--- src/rtl/bus_arbiter.sv ---
// rtl/bus_arbiter.sv - two-requester arbiter in front of the start/done memory bus
// Requests are captured per port, one is granted per bus transaction, and an optional watchdog forces completion.
module bus_arbiter #(
  parameter int PRIORITY = 0,
  parameter int TIMEOUT  = 0,
  parameter int CNT_W    = 16
) (
  input  logic        clk,
  input  logic        reset,
  input  logic [31:0] m0_addr,
  input  logic [31:0] m0_data,
  input  logic        m0_we,
  input  logic        m0_start,
  output logic [31:0] m0_q,
  output logic        m0_done,
  input  logic [31:0] m1_addr,
  input  logic [31:0] m1_data,
  input  logic        m1_we,
  input  logic        m1_start,
  output logic [31:0] m1_q,
  output logic        m1_done,
  output logic [31:0] bus_addr,
  output logic [31:0] bus_data,
  output logic        bus_we,
  output logic        bus_start,
  input  logic [31:0] bus_q,
  input  logic        bus_done,
  input  logic        bus_ready,
  output logic        owner,
  output logic        bus_timeout
);

  typedef enum logic [1:0] {IDLE = 2'd0, ISSUE = 2'd1, WAIT = 2'd2} state_t;

  localparam logic [CNT_W-1:0] CNT_LAST = CNT_W'(TIMEOUT - 1);
  localparam bit               WDOG_EN  = (TIMEOUT != 0);

  state_t           state_q, state_d;
  logic [1:0]       pending_q, pending_d;
  logic [31:0]      req_addr_q [2];
  logic [31:0]      req_data_q [2];
  logic [1:0]       req_we_q;
  logic             rr_q, owner_q;
  logic [31:0]      bus_addr_q, bus_data_q, q0_q, q1_q;
  logic             bus_we_q;
  logic [CNT_W-1:0] cnt_q, cnt_d;

  logic [1:0]  start_v, accept, clear;
  logic        grant, winner, done_ok, expire, finish;
  logic [31:0] fin_q;

  assign start_v = {m1_start, m0_start};
  assign grant   = (state_q == IDLE) && (pending_q != 2'b00) && bus_ready;
  assign done_ok = (state_q == WAIT) && bus_done;
  assign expire  = WDOG_EN && (state_q == WAIT) && !bus_done && (cnt_q == CNT_LAST);
  assign finish  = done_ok || expire;
  assign fin_q   = done_ok ? bus_q : 32'h0;

  // A completing port may re-arm in its own done cycle: the set term wins over the clear.
  assign clear     = finish ? (owner_q ? 2'b10 : 2'b01) : 2'b00;
  assign accept    = start_v & (~pending_q | clear);
  assign pending_d = accept | (pending_q & ~clear);

  always_comb begin
    if ((PRIORITY == 0) && (pending_q == 2'b11)) winner = rr_q;
    else                                         winner = ~pending_q[0];
  end

  always_comb begin
    cnt_d = cnt_q;
    if (state_q == ISSUE)     cnt_d = '0;
    else if (state_q == WAIT) cnt_d = cnt_q + 1'b1;
  end

  always_ff @(posedge clk or negedge reset) begin
    if (!reset) state_q <= IDLE;
    else        state_q <= state_d;
  end

  always_comb begin
    state_d = state_q;
    case (state_q)
      IDLE:    if (grant) state_d = ISSUE;
      ISSUE:   state_d = WAIT;
      WAIT:    if (finish) state_d = IDLE;
      default: state_d = IDLE;
    endcase
  end

  always_comb begin
    bus_start   = (state_q == ISSUE);
    owner       = (state_q != IDLE) && owner_q;
    m0_done     = finish && !owner_q;
    m1_done     = finish && owner_q;
    m0_q        = m0_done ? fin_q : q0_q;
    m1_q        = m1_done ? fin_q : q1_q;
    bus_timeout = expire;
  end

  assign bus_addr = bus_addr_q;
  assign bus_data = bus_data_q;
  assign bus_we   = bus_we_q;

  always_ff @(posedge clk or negedge reset) begin
    if (!reset) begin
      pending_q     <= 2'b00;
      req_addr_q[0] <= '0;
      req_addr_q[1] <= '0;
      req_data_q[0] <= '0;
      req_data_q[1] <= '0;
      req_we_q      <= 2'b00;
      rr_q          <= 1'b0;
      owner_q       <= 1'b0;
      bus_addr_q    <= '0;
      bus_data_q    <= '0;
      bus_we_q      <= 1'b0;
      q0_q          <= '0;
      q1_q          <= '0;
      cnt_q         <= '0;
    end else begin
      pending_q <= pending_d;
      cnt_q     <= cnt_d;
      if (accept[0]) begin
        req_addr_q[0] <= m0_addr;
        req_data_q[0] <= m0_data;
        req_we_q[0]   <= m0_we;
      end
      if (accept[1]) begin
        req_addr_q[1] <= m1_addr;
        req_data_q[1] <= m1_data;
        req_we_q[1]   <= m1_we;
      end
      // Bus fields are frozen at grant so a re-armed request cannot disturb the live transaction.
      if (grant) begin
        owner_q    <= winner;
        bus_addr_q <= req_addr_q[winner];
        bus_data_q <= req_data_q[winner];
        bus_we_q   <= req_we_q[winner];
      end
      if (finish) begin
        rr_q <= ~owner_q;
        if (owner_q) q1_q <= fin_q;
        else         q0_q <= fin_q;
      end
    end
  end

endmodule

--- config.mk ---
export PLATFORM = sky130hd
export DESIGN_NAME = bus_arbiter
export DESIGN_NICKNAME = d
export VERILOG_FILES = /design/src/rtl/bus_arbiter.sv
export SDC_FILE = /design/constraint.sdc
export NUM_CORES = 1
export LEC_CHECK = 0
export ABC_AREA = 1
export ABC_CLOCK_PERIOD_IN_PS = 1600
export CAP_MARGIN = 10
export CORE_UTILIZATION = 45
export DETAILED_ROUTE_END_ITERATION = 16
export HOLD_SLACK_MARGIN = 0.1
export MAX_ROUTING_LAYER = met4
export PLACE_DENSITY = 0.76
export SYNTH_ARGS = -nofsm -noshare
export SYNTH_HDL_FRONTEND = slang
export SYNTH_SLANG_ARGS = --single-unit
--- constraint.sdc ---
create_clock -name clk -period 1.6 [get_ports clk]
set_input_delay 0.24 -clock clk [delete_from_list [all_inputs] [get_ports clk]]
set_output_delay 0.24 -clock clk [all_outputs]
set_load 0.01 [all_outputs]
==> results by group, run 1 <==
Worst setup path
  – Crit start category: flop
  – CP arrival: between 1.5 and 2 ns
  – Worst R2R Setup Slack: -0.13 ns
  – Worst r2r src: owner_q
  – Critical Path End Type: primary output
  – Critical path class: flop to primary output
  – R2r endpoint: req_addr_q[9]
  – Cell Chain, Critical Path: buf_6 > nand4_4 > inv_4 > buf_6 > buf_12 > nand2_1 > nand2_1 > buf_2
  – Crit-path max cell delay: between 0.3 and 0.4 ns
  – Reg2Reg Depth: 8
  – Crit path max fanout: 8
  – Crit path max-delay cell type: dfrtp_1
  – Worst path required time: between 1 and 1.5 ns

Placement
  – PortBufs: 300
  – Final RePlAce weighted congestion: roughly 0.83
  – Dpl cell area: 0.01499 mm2
  – DP HPWL: 21.97 mm

Floorplanning
  – Placeable core area: 0.02453 mm2
  – I/O pin total: about 300
  – Die Area: about 0.026 mm2
  – Die height: roughly 160 um
  – Initial Util: a little under half
  – Row count: 57
  – Die width: 160.8 um

Pwr
  – Maximum vdd drop: 1264 uV
  – Int Power: ~20000 uW
  – Switching power: 11820 uW
  – Design Power: around 31000 uW
  – Comb pwr share: a little over two fifths
  – Leakage power: ~0.0094 uW
  – Pwr/cell area: roughly 1900 mW/mm2
  – Clk network pwr share: between 20% and 30%
  – Switching share of power: a little under two fifths
  – Reg power frac: 35.8%

Timing
  – Clock Skews: ~0.018 ns
  – RSZ-0062 raised after global routing: true
  – Slew Limit Fails: 0
  – Period utilisation layout: 131.4%
  – Final min period: approximately 2.1 ns
  – Endpoints failing hold: 0
  – Post-route setup TNS: -33.64 ns
  – Fmax: 475.7 MHz
  – Count of final setup violators: approximately 170
  – Post-route setup slack: -0.5023 ns

Cells and area
  – FILL cells: 1918
  – Most frequent cells in the layout: 809 x nand2_1, 264 x dfrtp_1, 164 x clkdlybuf4s50_1
  – Design area: roughly 0.017 mm2
  – Layout Nets: ~2000
  – Layout cells sized above 1: 19.60%
  – Commonest non-fill, non-tap cell in the layout: nand2_1
  – Storage element area: ~0.0066 mm2
  – Combined area of the multi-input logic cells: ~0.0046 mm2
  – Area growth syn-to-layout: 49.10%

Synth
  – Largest family of logic cells by synthesized area: simple AND/OR/NAND/NOR gates
  – Top cell type's share of synthesized area: 58.41%
  – Post-synthesis mux area share: 0%
  – Register area share after synthesis: 58.41%
  – Post-Synth XOR/XNOR Area: 0%
  – Flops & latches, synth: around 270
  – Mapped cell area: ~0.011 mm2
  – Top post-synthesis cells by area: dfrtp_1 58%, nand2_1 30%, nand3_1 5.8%, buf_4 1.3%, buf_2 1.2%
  – Mapped Nets: approximately 1600
  – Synth Area in Adders: 0%
  – Post-synthesis cell count: 1417
  – Synth Area in Simple Gates: between 30% and 40%
  – Post-synth cell types: 18
  – Syn Area/Cell: roughly 8.0 um2
  – Synth Area in Compound Gates: less than 1%
  – Area leader, netlist: dfrtp_1
  – Yosys warnings: 0

Outcome
  – Failing checks: negative setup slack
  – Status: finished with violations

Clock network
  – CTS max path bufs: 3
  – H-tree levels: 1
  – Clock Sink Count: 265
  – Reg clk slew, reported paths: roughly 0.060 ns
  – CTS tree: yes
  – Clock Latency Late Sink: 0.54 ns
  – CTS buffer count: 28
  – Clock Tree Root: clkbuf_16

Routing
  – Drt drc: 0
  – DR vias/cell: about 5.2
  – Number of DRC markers in iteration 0: between 700 and 800
  – Final wirelength: about 38 mm
  – Antenna-violating nets left: 0
  – Total number of vias: between 10000 and 15000
  – Drt first pass iters: 5
  – Avg WL per Cell: approximately 18 um

GRT
  – Antenna violations before repair: 3
  – Pin count of the biggest net entering global routing: 64
  – First-pass GRT wire length: approximately 58 mm
  – Total track usage: 29.37%
  – Grt ovf: 0
  – Vias in the first global route: between 10000 and 15000

Hold path
  – Hold crit path type: input pin to asynchronous set/reset pin

Flow run
  – Max-Cap Viols: 0
-- power by group through the flow --
stage               clock (uW)  combinational [uW]  sequential (uW)
finish                    6820               13400            11300
global route              7160               14800            11600
CTS                       6890               12600            11200
detailed placement           0               12500            11200
global placement             0               12300            11100
floorplan                    0                6530            11200
-- critical path: cells and delay by family (launching register included) --
| family | cells | cell delay, ns |
|---|---|---|
| AND/OR/NAND/NOR | 3 | 0.29 |
| flip-flops | 1 | 0.39 |
| buffers and inverters | 5 | 0.64 |
-- logic make-up after synthesis --
group                  count (synthesis)
other                                  1
buffers and inverters                 92
AND/OR/NAND/NOR                     1057
AO/OA/AOI/OAI                          2
flip-flops                           265
-- flip-flops by register name, summed over array words and instances, names as in the netlist --
name,cells
req_we_q,2
pending_q,2
q0_q,32
state_q,2
req_addr_q,64
bus_data,32
req_data_q,64
bus_we,1
rr_q,1
owner_q,1
q1_q,32
bus_addr,32
-- Yosys cell counts (all sizes together) --
master / number
inv: 8
nand2: 919
nand3: 131
buf: 60
conb: 1
dfrtp: 265
clkbuf: 24
o21bai: 1
nor2: 5
nand4: 2
o21ai: 1
-- metrics by stage --
| step | hold slack (ns) | utilization (%) | worst slack [ns] | cells |
|---|---|---|---|---|
| finish | 0.1746 | 69.00 | -0.5023 | 2124 |
| global route | 0.1971 | 68.99 | -0.5861 | 2123 |
| CTS | 0.1708 | 67.25 | -0.4764 | 2107 |
| detailed placement | 0.1531 | 61.11 | -0.6395 | 2028 |
| global placement | 0.1539 | 61.11 | -0.6066 | 2028 |
| floorplan | -0.05559 | - | 0.1765 | 1417 |
-- area by class of cell --
| cell class | count | share of cell area [%] |
|---|---|---|
| Tap cell | 324 | 2.395 |
| Antenna cell | 4 | 0.05913 |
| Inverter | 8 | 0.2365 |
| Clock inverter | 10 | 0.6209 |
| Clock buffer | 42 | 5.226 |
| Timing Repair Buffer | 411 | 24.89 |
| Sequential cell | 265 | 39.18 |
| Multi-Input combinational cell | 1060 | 27.39 |
-- per-layer routing --
layer | vias up | GRT usage (%) | wire length, um
met5 | - | - | 0
met4 | 0 | 10.89 | 1480
met3 | 112 | 6.302 | 3171
met2 | 529 | 46.83 | 18320
met1 | 5324 | 36.81 | 14710
li1 | 5086 | - | -
-- how the worst max path moves through the flow --
stage	startpoint	endpoint	slack (ns)
after global routing	owner_q	m1_q[6]	-0.59
after detailed placement	bus_done	m0_q[30]	-0.64
after floorplan	state_q[1]	m1_q[22]	0.18
after global placement	bus_done	m1_q[6]	-0.61
after CTS	state_q[0]	m1_q[17]	-0.48
final	owner_q	m1_q[6]	-0.50
-- repair_timing --
action	in CTS	in global routing
pin swaps	10	18
hold endpoints to repair	273	0
hold buffers	3	0
cloned	12	3
setup endpoints to repair	230	265
resized for setup	461	107
buffers inserted	12	14
(Power assumes the default switching activity.)
==> run 2: changes to the inputs <==
--- a/config.mk
+++ b/config.mk
@@ -8,11 +8,11 @@
 export ABC_AREA = 1
 export ABC_CLOCK_PERIOD_IN_PS = 1600
 export CAP_MARGIN = 10
-export CORE_UTILIZATION = 45
+export CORE_UTILIZATION = 32
 export DETAILED_ROUTE_END_ITERATION = 16
 export HOLD_SLACK_MARGIN = 0.1
 export MAX_ROUTING_LAYER = met4
-export PLACE_DENSITY = 0.76
+export PLACE_DENSITY = 0.58
 export SYNTH_ARGS = -nofsm -noshare
 export SYNTH_HDL_FRONTEND = slang
 export SYNTH_SLANG_ARGS = --single-unit
==> run 2 against run 1 <==
Compared with the run above: the flow still finishes with violations (negative setup slack); count of clock-buffer cells in the layout is the same; register-to-register slack is essentially flat; utilization shrank 18 points; first-iteration DRC count shrank 18%; die area grew 40%; combinational power grew 8%; flip-flop and latch count is the same; sequential power is essentially flat; final area grew 4.8%; non-clock buffer count grew 24; clock power is essentially flat; clock skew grew 0.0015 ns; critical endpoint is now m1_q[7].
==> results by group, run 2 (synthesized netlist as in run 1, its figures left out) <==
Routing
  – DR vias/cell: between 4 and 5
  – Drt drc: 0
  – Number of DRC markers in iteration 0: roughly 640
  – Drt first pass iters: 5
  – Total number of vias: approximately 11000
  – Final wirelength: around 41 mm
  – Antenna-violating nets left: 0
  – Avg WL per Cell: 18.13 um

Timing
  – Clock Skews: slightly below 0.02 ns
  – Endpoints failing hold: 0
  – Fmax: 470.5 MHz
  – Post-route setup slack: -0.5256 ns
  – Final min period: 2.126 ns
  – Period utilisation layout: 132.8%
  – Slew Limit Fails: 0
  – Count of final setup violators: 143
  – RSZ-0062 raised after global routing: true

Worst setup path
  – Crit start category: flop
  – Critical path class: flop to primary output
  – Buffers & Inverters on Critical Path: 5
  – CP dominant cell by count: buf_6
  – Crit path max fanout: 18
  – Top cell family by delay on the critical path: buffers and inverters
  – Crit path max-delay cell type: dfrtp_1
  – Critical Path End Type: primary output
  – Cell Chain, Critical Path: inv_2 > nand4_4 > buf_6 > buf_12 > buf_6 > nand2_4 > nand2_2 > buf_6
  – Crit-path max cell delay: just over 0.4 ns
  – Worst path required time: 1.36 ns
  – CP arrival: around 1.9 ns

Pwr
  – Maximum vdd drop: 1093 uV
  – Design Power: between 30000 and 40000 uW
  – Leakage power: roughly 0.0098 uW
  – Pwr/cell area: between 1500 and 2000 mW/mm2

GRT
  – Total track usage: between 20% and 30%
  – First-pass GRT wire length: 59.21 mm
  – Vias in the first global route: around 11000
  – Grt ovf: 0
  – Pin count of the biggest net entering global routing: a little under 50
  – Antenna violations before repair: 2

Clock network
  – H-tree levels: 1
  – CTS tree: yes
  – Clock Latency Late Sink: about 0.56 ns
  – Reg clk slew, reported paths: about 0.060 ns
  – CTS max path bufs: 3
  – Clock Tree Root: clkbuf_16
  – CTS buffer count: 30
  – Clock Sink Count: 265

Placement
  – DP HPWL: between 20 and 25 mm
  – Final RePlAce weighted congestion: between 0.8 and 0.9
  – DP Worst Slack: -0.6918 ns
  – Placed Cells: 2160
  – PortBufs: 300

Floorplanning
  – Die width: approximately 190 um
  – Die Area: 0.03624 mm2
  – Row count: between 60 and 70
  – Placeable core area: between 0.03 and 0.04 mm2
  – Initial Util: about a third
  – Die height: around 190 um
  – I/O pin total: roughly 300

Cells and area
  – Layout cells sized above 1: 20.40%
  – Finished Layout Cells: around 2300
  – Most frequent cells in the layout: 810 x nand2_1, 264 x dfrtp_1, 164 x clkdlybuf4s50_1
  – Area growth syn-to-layout: 56.18%
  – Top flop regs: req_addr_q x64, req_data_q x64
  – Final core occ: between 50% and 60%
  – Layout Nets: just under 2000
  – FILL cells: between 3000 and 4000
  – Commonest non-fill, non-tap cell in the layout: nand2_1

Flow run
  – Max-Cap Viols: 0

Outcome
  – Status: finished with violations
  – Failing checks: negative setup slack

Hold path
  – Hold crit path type: input pin to flop
## run 2: cell count changes in the layout (fill, tap and decap cells not counted), sizes merged
cell         before  now
buf             174  189
clkbuf           45   56
clkinvlp          2    0
diode             4    3
dlygate4sd3       3    1
inv               7    8
## run 2: power by group
group          switching (uW)  internal (uW)  leakage [uW]
registers                1470           9700       0.00334
clock network            2770           4020      0.000479
logic                    7860           6600       0.00594
## run 2: layout make-up
class,count,area (um2),area share [%]
inverter,8,45.04,0.2540
tap,455,569.3,3.211
antenna,3,7.507,0.04234
multi-input combinational,1060,4686,26.43
sequential,265,6633,37.40
timing repair buffer,435,4826,27.22
clock inverter,9,110.1,0.6209
clock buffer,42,855.8,4.826
## run 2: metal layers
| layer | global-route usage (%) | wire, um | up-vias |
|---|---|---|---|
| met1 | 27.91 | 17500 | 5078 |
| met5 | - | 0 | - |
| met2 | 34.87 | 19550 | 418 |
| met3 | 5.134 | 3307 | 64 |
| met4 | 4.277 | 907 | 0 |
| li1 | - | - | 5148 |
## run 2: worst min-delay path, stage by stage
cell	delay, ns
buf_2	0.13
buf_12	0.19
inv_1	0.07
nand2_1	0.05
## run 2: what timing repair did
item | CTS | global route
pin swaps | 10 | 39
resized for setup | 422 | 155
hold buffers | 1 | 0
hold endpoints to repair | 265 | 0
setup buffers | 23 | 11
setup endpoints to repair | 229 | 230
cloned | 10 | 19
## run 2: worst paths after layout
kind | start | slack, ns | endpoint | cells after the start
worst max-delay path | state_q[0] | -0.53 | m1_q[7] | 8
worst min-delay path | m0_start | 0.17 | pending_q[0] | 4
worst max register to register | state_q[0] | -0.13 | req_data_q[4] | 10
worst min register to register | req_data_q[32] | 0.47 | req_data_q[32] | 2
max in group asynchronous | reset | 0.75 | req_data_q[34] | 3
min in group asynchronous | reset | 0.20 | bus_addr[14] | 2
## run 2: through the flow
stage / setup TNS (ns) / hold WS (ns) / cell area (um2)
after detailed placement: -80.86 / 0.2076 / 15270
after global placement: -71.89 / 0.2050 / 15270
after CTS: -30.15 / 0.1345 / 16680
after floorplan: 0 / -0.05559 / 11350
after global routing: -54.96 / 0.1720 / 17730
final: -36.98 / 0.1687 / 17730
==> run 3: changes to the inputs <==
--- a/config.mk
+++ b/config.mk
@@ -6,13 +6,14 @@
 export NUM_CORES = 1
 export LEC_CHECK = 0
 export ABC_AREA = 1
-export ABC_CLOCK_PERIOD_IN_PS = 1600
+export ABC_CLOCK_PERIOD_IN_PS = 2600
 export CAP_MARGIN = 10
 export CORE_UTILIZATION = 32
 export DETAILED_ROUTE_END_ITERATION = 16
 export HOLD_SLACK_MARGIN = 0.1
 export MAX_ROUTING_LAYER = met4
 export PLACE_DENSITY = 0.58
+export SKIP_CTS_REPAIR_TIMING = 1
 export SYNTH_ARGS = -nofsm -noshare
 export SYNTH_HDL_FRONTEND = slang
 export SYNTH_SLANG_ARGS = --single-unit
==> constraint.sdc (replaced) <==
create_clock -name clk -period 2.6 [get_ports clk]
set_input_delay 0.39 -clock clk [delete_from_list [all_inputs] [get_ports clk]]
set_output_delay 0.39 -clock clk [all_outputs]
set_load 0.01 [all_outputs]
==> run 3 against run 2 <==
Compared with the run above: the flow now finishes without violations; largest cell class unchanged; non-clock buffer count fell by 92; setup slack better by 0.61 ns; sequential power fell by 39%; via count fell by 5.4%.
==> results by group, run 3 (synthesized netlist as in run 1, its figures left out) <==
Outcome
  – Status: completed

Pwr
  – Pwr/cell area: between 1000 and 1500 mW/mm2
  – Leakage power: 0.009230 uW
  – Maximum vdd drop: between 600 and 700 uV

Worst setup path
  – CP arrival: ~2.1 ns
  – Crit start category: input pin
  – Worst r2r src: state_q[1]
  – Crit path max fanout: 18
  – Reg2Reg Depth: 6
  – Worst setup startpoint: bus_done
  – Worst path required time: ~2.2 ns
  – Critical path class: input pin to primary output
  – Critical Path End Type: primary output
  – Worst R2R Setup Slack: about 0.71 ns

Floorplanning
  – Die Area: ~0.036 mm2
  – Die width: 190.4 um
  – Die height: roughly 190 um
  – Initial Util: 32.71%
  – Row count: between 60 and 70
  – Placeable core area: ~0.035 mm2
  – I/O pin total: approximately 300

Placement
  – DP HPWL: between 20 and 25 mm
  – Final RePlAce weighted congestion: ~0.81
  – PortBufs: 300
  – Placed Cells: 2123

Routing
  – DR vias/cell: ~4.6
  – Drt first pass iters: 5
  – Drt drc: 0
  – Total number of vias: 10130
  – Final wirelength: ~36 mm
  – Avg WL per Cell: ~17 um
  – Number of DRC markers in iteration 0: ~620
  – Antenna-violating nets left: 0

Timing
  – Slew Limit Fails: 0
  – Worst slew pin tran: between 0.9 and 1 ns
  – Count of final setup violators: 0
  – Endpoints failing hold: 0
  – Fmax: approximately 400 MHz
  – Clock Skews: around 0.012 ns
  – WHS: about 0.25 ns
  – Final min period: around 2.5 ns
  – Period utilisation layout: a little over nine tenths
  – Max_slew headroom: just under 40%
  – Post-route setup TNS: 0 ns

GRT
  – First-pass GRT wire length: 56.56 mm
  – Pin count of the biggest net entering global routing: slightly below 70
  – Total track usage: 20.49%
  – Antenna violations before repair: 3
  – Vias in the first global route: 10270
  – Grt ovf: 0

Cells and area
  – Commonest non-fill, non-tap cell in the layout: nand2_1
  – Layout cells sized above 1: 6.351%
  – Finished Layout Cells: around 2200
  – Most frequent cells in the layout: 914 x nand2_1, 264 x dfrtp_1, 236 x clkdlybuf4s50_1
  – Top flop regs: req_addr_q x64, req_data_q x64
  – Area growth syn-to-layout: 42.77%
  – Layout Nets: around 1900

Clock network
  – CTS tree: yes
  – H-tree levels: 1
  – Clock Tree Root: clkbuf_16
  – Clock Latency Late Sink: between 0.5 and 0.6 ns
  – Reg clk slew, reported paths: 0.06 ns
  – CTS max path bufs: 3
  – Clock Sink Count: roughly 270
  – CTS buffer count: 31

Flow run
  – Max-Cap Viols: 0

Hold path
  – Hold crit path type: input pin to flop
  – Hold_sp: m1_start
  – Hold path cells: 3
-- run 3: changes by cell type in the layout (fill, tap and decap cells not counted), sizes merged --
| cell | previous run | this run |
|---|---|---|
| clkinv | 7 | 4 |
| clkbuf | 56 | 48 |
| dlymetal6s2s | 0 | 61 |
| clkdlybuf4s50 | 164 | 236 |
| clkinvlp | 0 | 1 |
| bufbuf | 2 | 0 |
| buf | 189 | 43 |
| diode | 3 | 4 |
| dlygate4sd2 | 65 | 0 |
| bufinv | 2 | 5 |
-- run 3: cell type report --
cell class / instances / area (um2)
Antenna cell: 4 / 10.01
Clock buffer: 46 / 922.1
Clock inverter: 10 / 181.4
Fill cell: 3402 / 18500
Inverter: 8 / 37.54
Multi-Input combinational cell: 1060 / 4213
Sequential cell: 265 / 6633
Tap cell: 455 / 569.3
Timing Repair Buffer: 343 / 3643
-- run 3: power breakdown --
part           leakage (uW)  switching (uW)  internal [uW]
clock network      0.000541            1720           2930
registers           0.00334             884           5970
logic               0.00535            4130           3260
-- run 3: worst paths after layout --
kind | to
setup / recovery | m1_q[6]
hold / removal | pending_q[1]
setup reg to reg | bus_data[14]
hold reg to reg | req_addr_q[0]
max in group asynchronous | bus_data[11]
min in group asynchronous | bus_addr[16]
-- run 3: stage by stage --
| stage | power [uW] | setup slack (ns) | cell area (um2) | utilization, % |
|---|---|---|---|---|
| 6_report | 18890 | 0.08711 | 16210 | 46.69 |
| 5_1_grt | 20300 | -0.003251 | 16210 | 46.69 |
| 4_1_cts | 19180 | -0.1002 | 15920 | 45.87 |
| 3_5_place_dp | 14410 | -0.002724 | 14820 | 42.69 |
| 3_3_place_gp | 14300 | 0.01274 | 14820 | 42.69 |
| 2_1_floorplan | 10890 | 1.027 | 11350 | - |
-- run 3: metal layers --
metal | GRT usage (%) | part of all wire (%) | vias to the layer above | wire length [um]
met5 | - | 0 | - | 0
met4 | 3.785 | 1.5 | 0 | 531
met3 | 5.134 | 8.6 | 36 | 3138
met2 | 32.13 | 46 | 331 | 16720
met1 | 26.94 | 44 | 4817 | 16030
li1 | - | - | 4947 | -
-- run 3: worst max-delay path, cell delays in order --
cell and delay, ns:
clkdlybuf4s50_1 0.62, nand4_4 0.16, buf_4 0.19, buf_12 0.15, nand2_1 0.08, nand2_1 0.06, clkdlybuf4s50_1 0.47
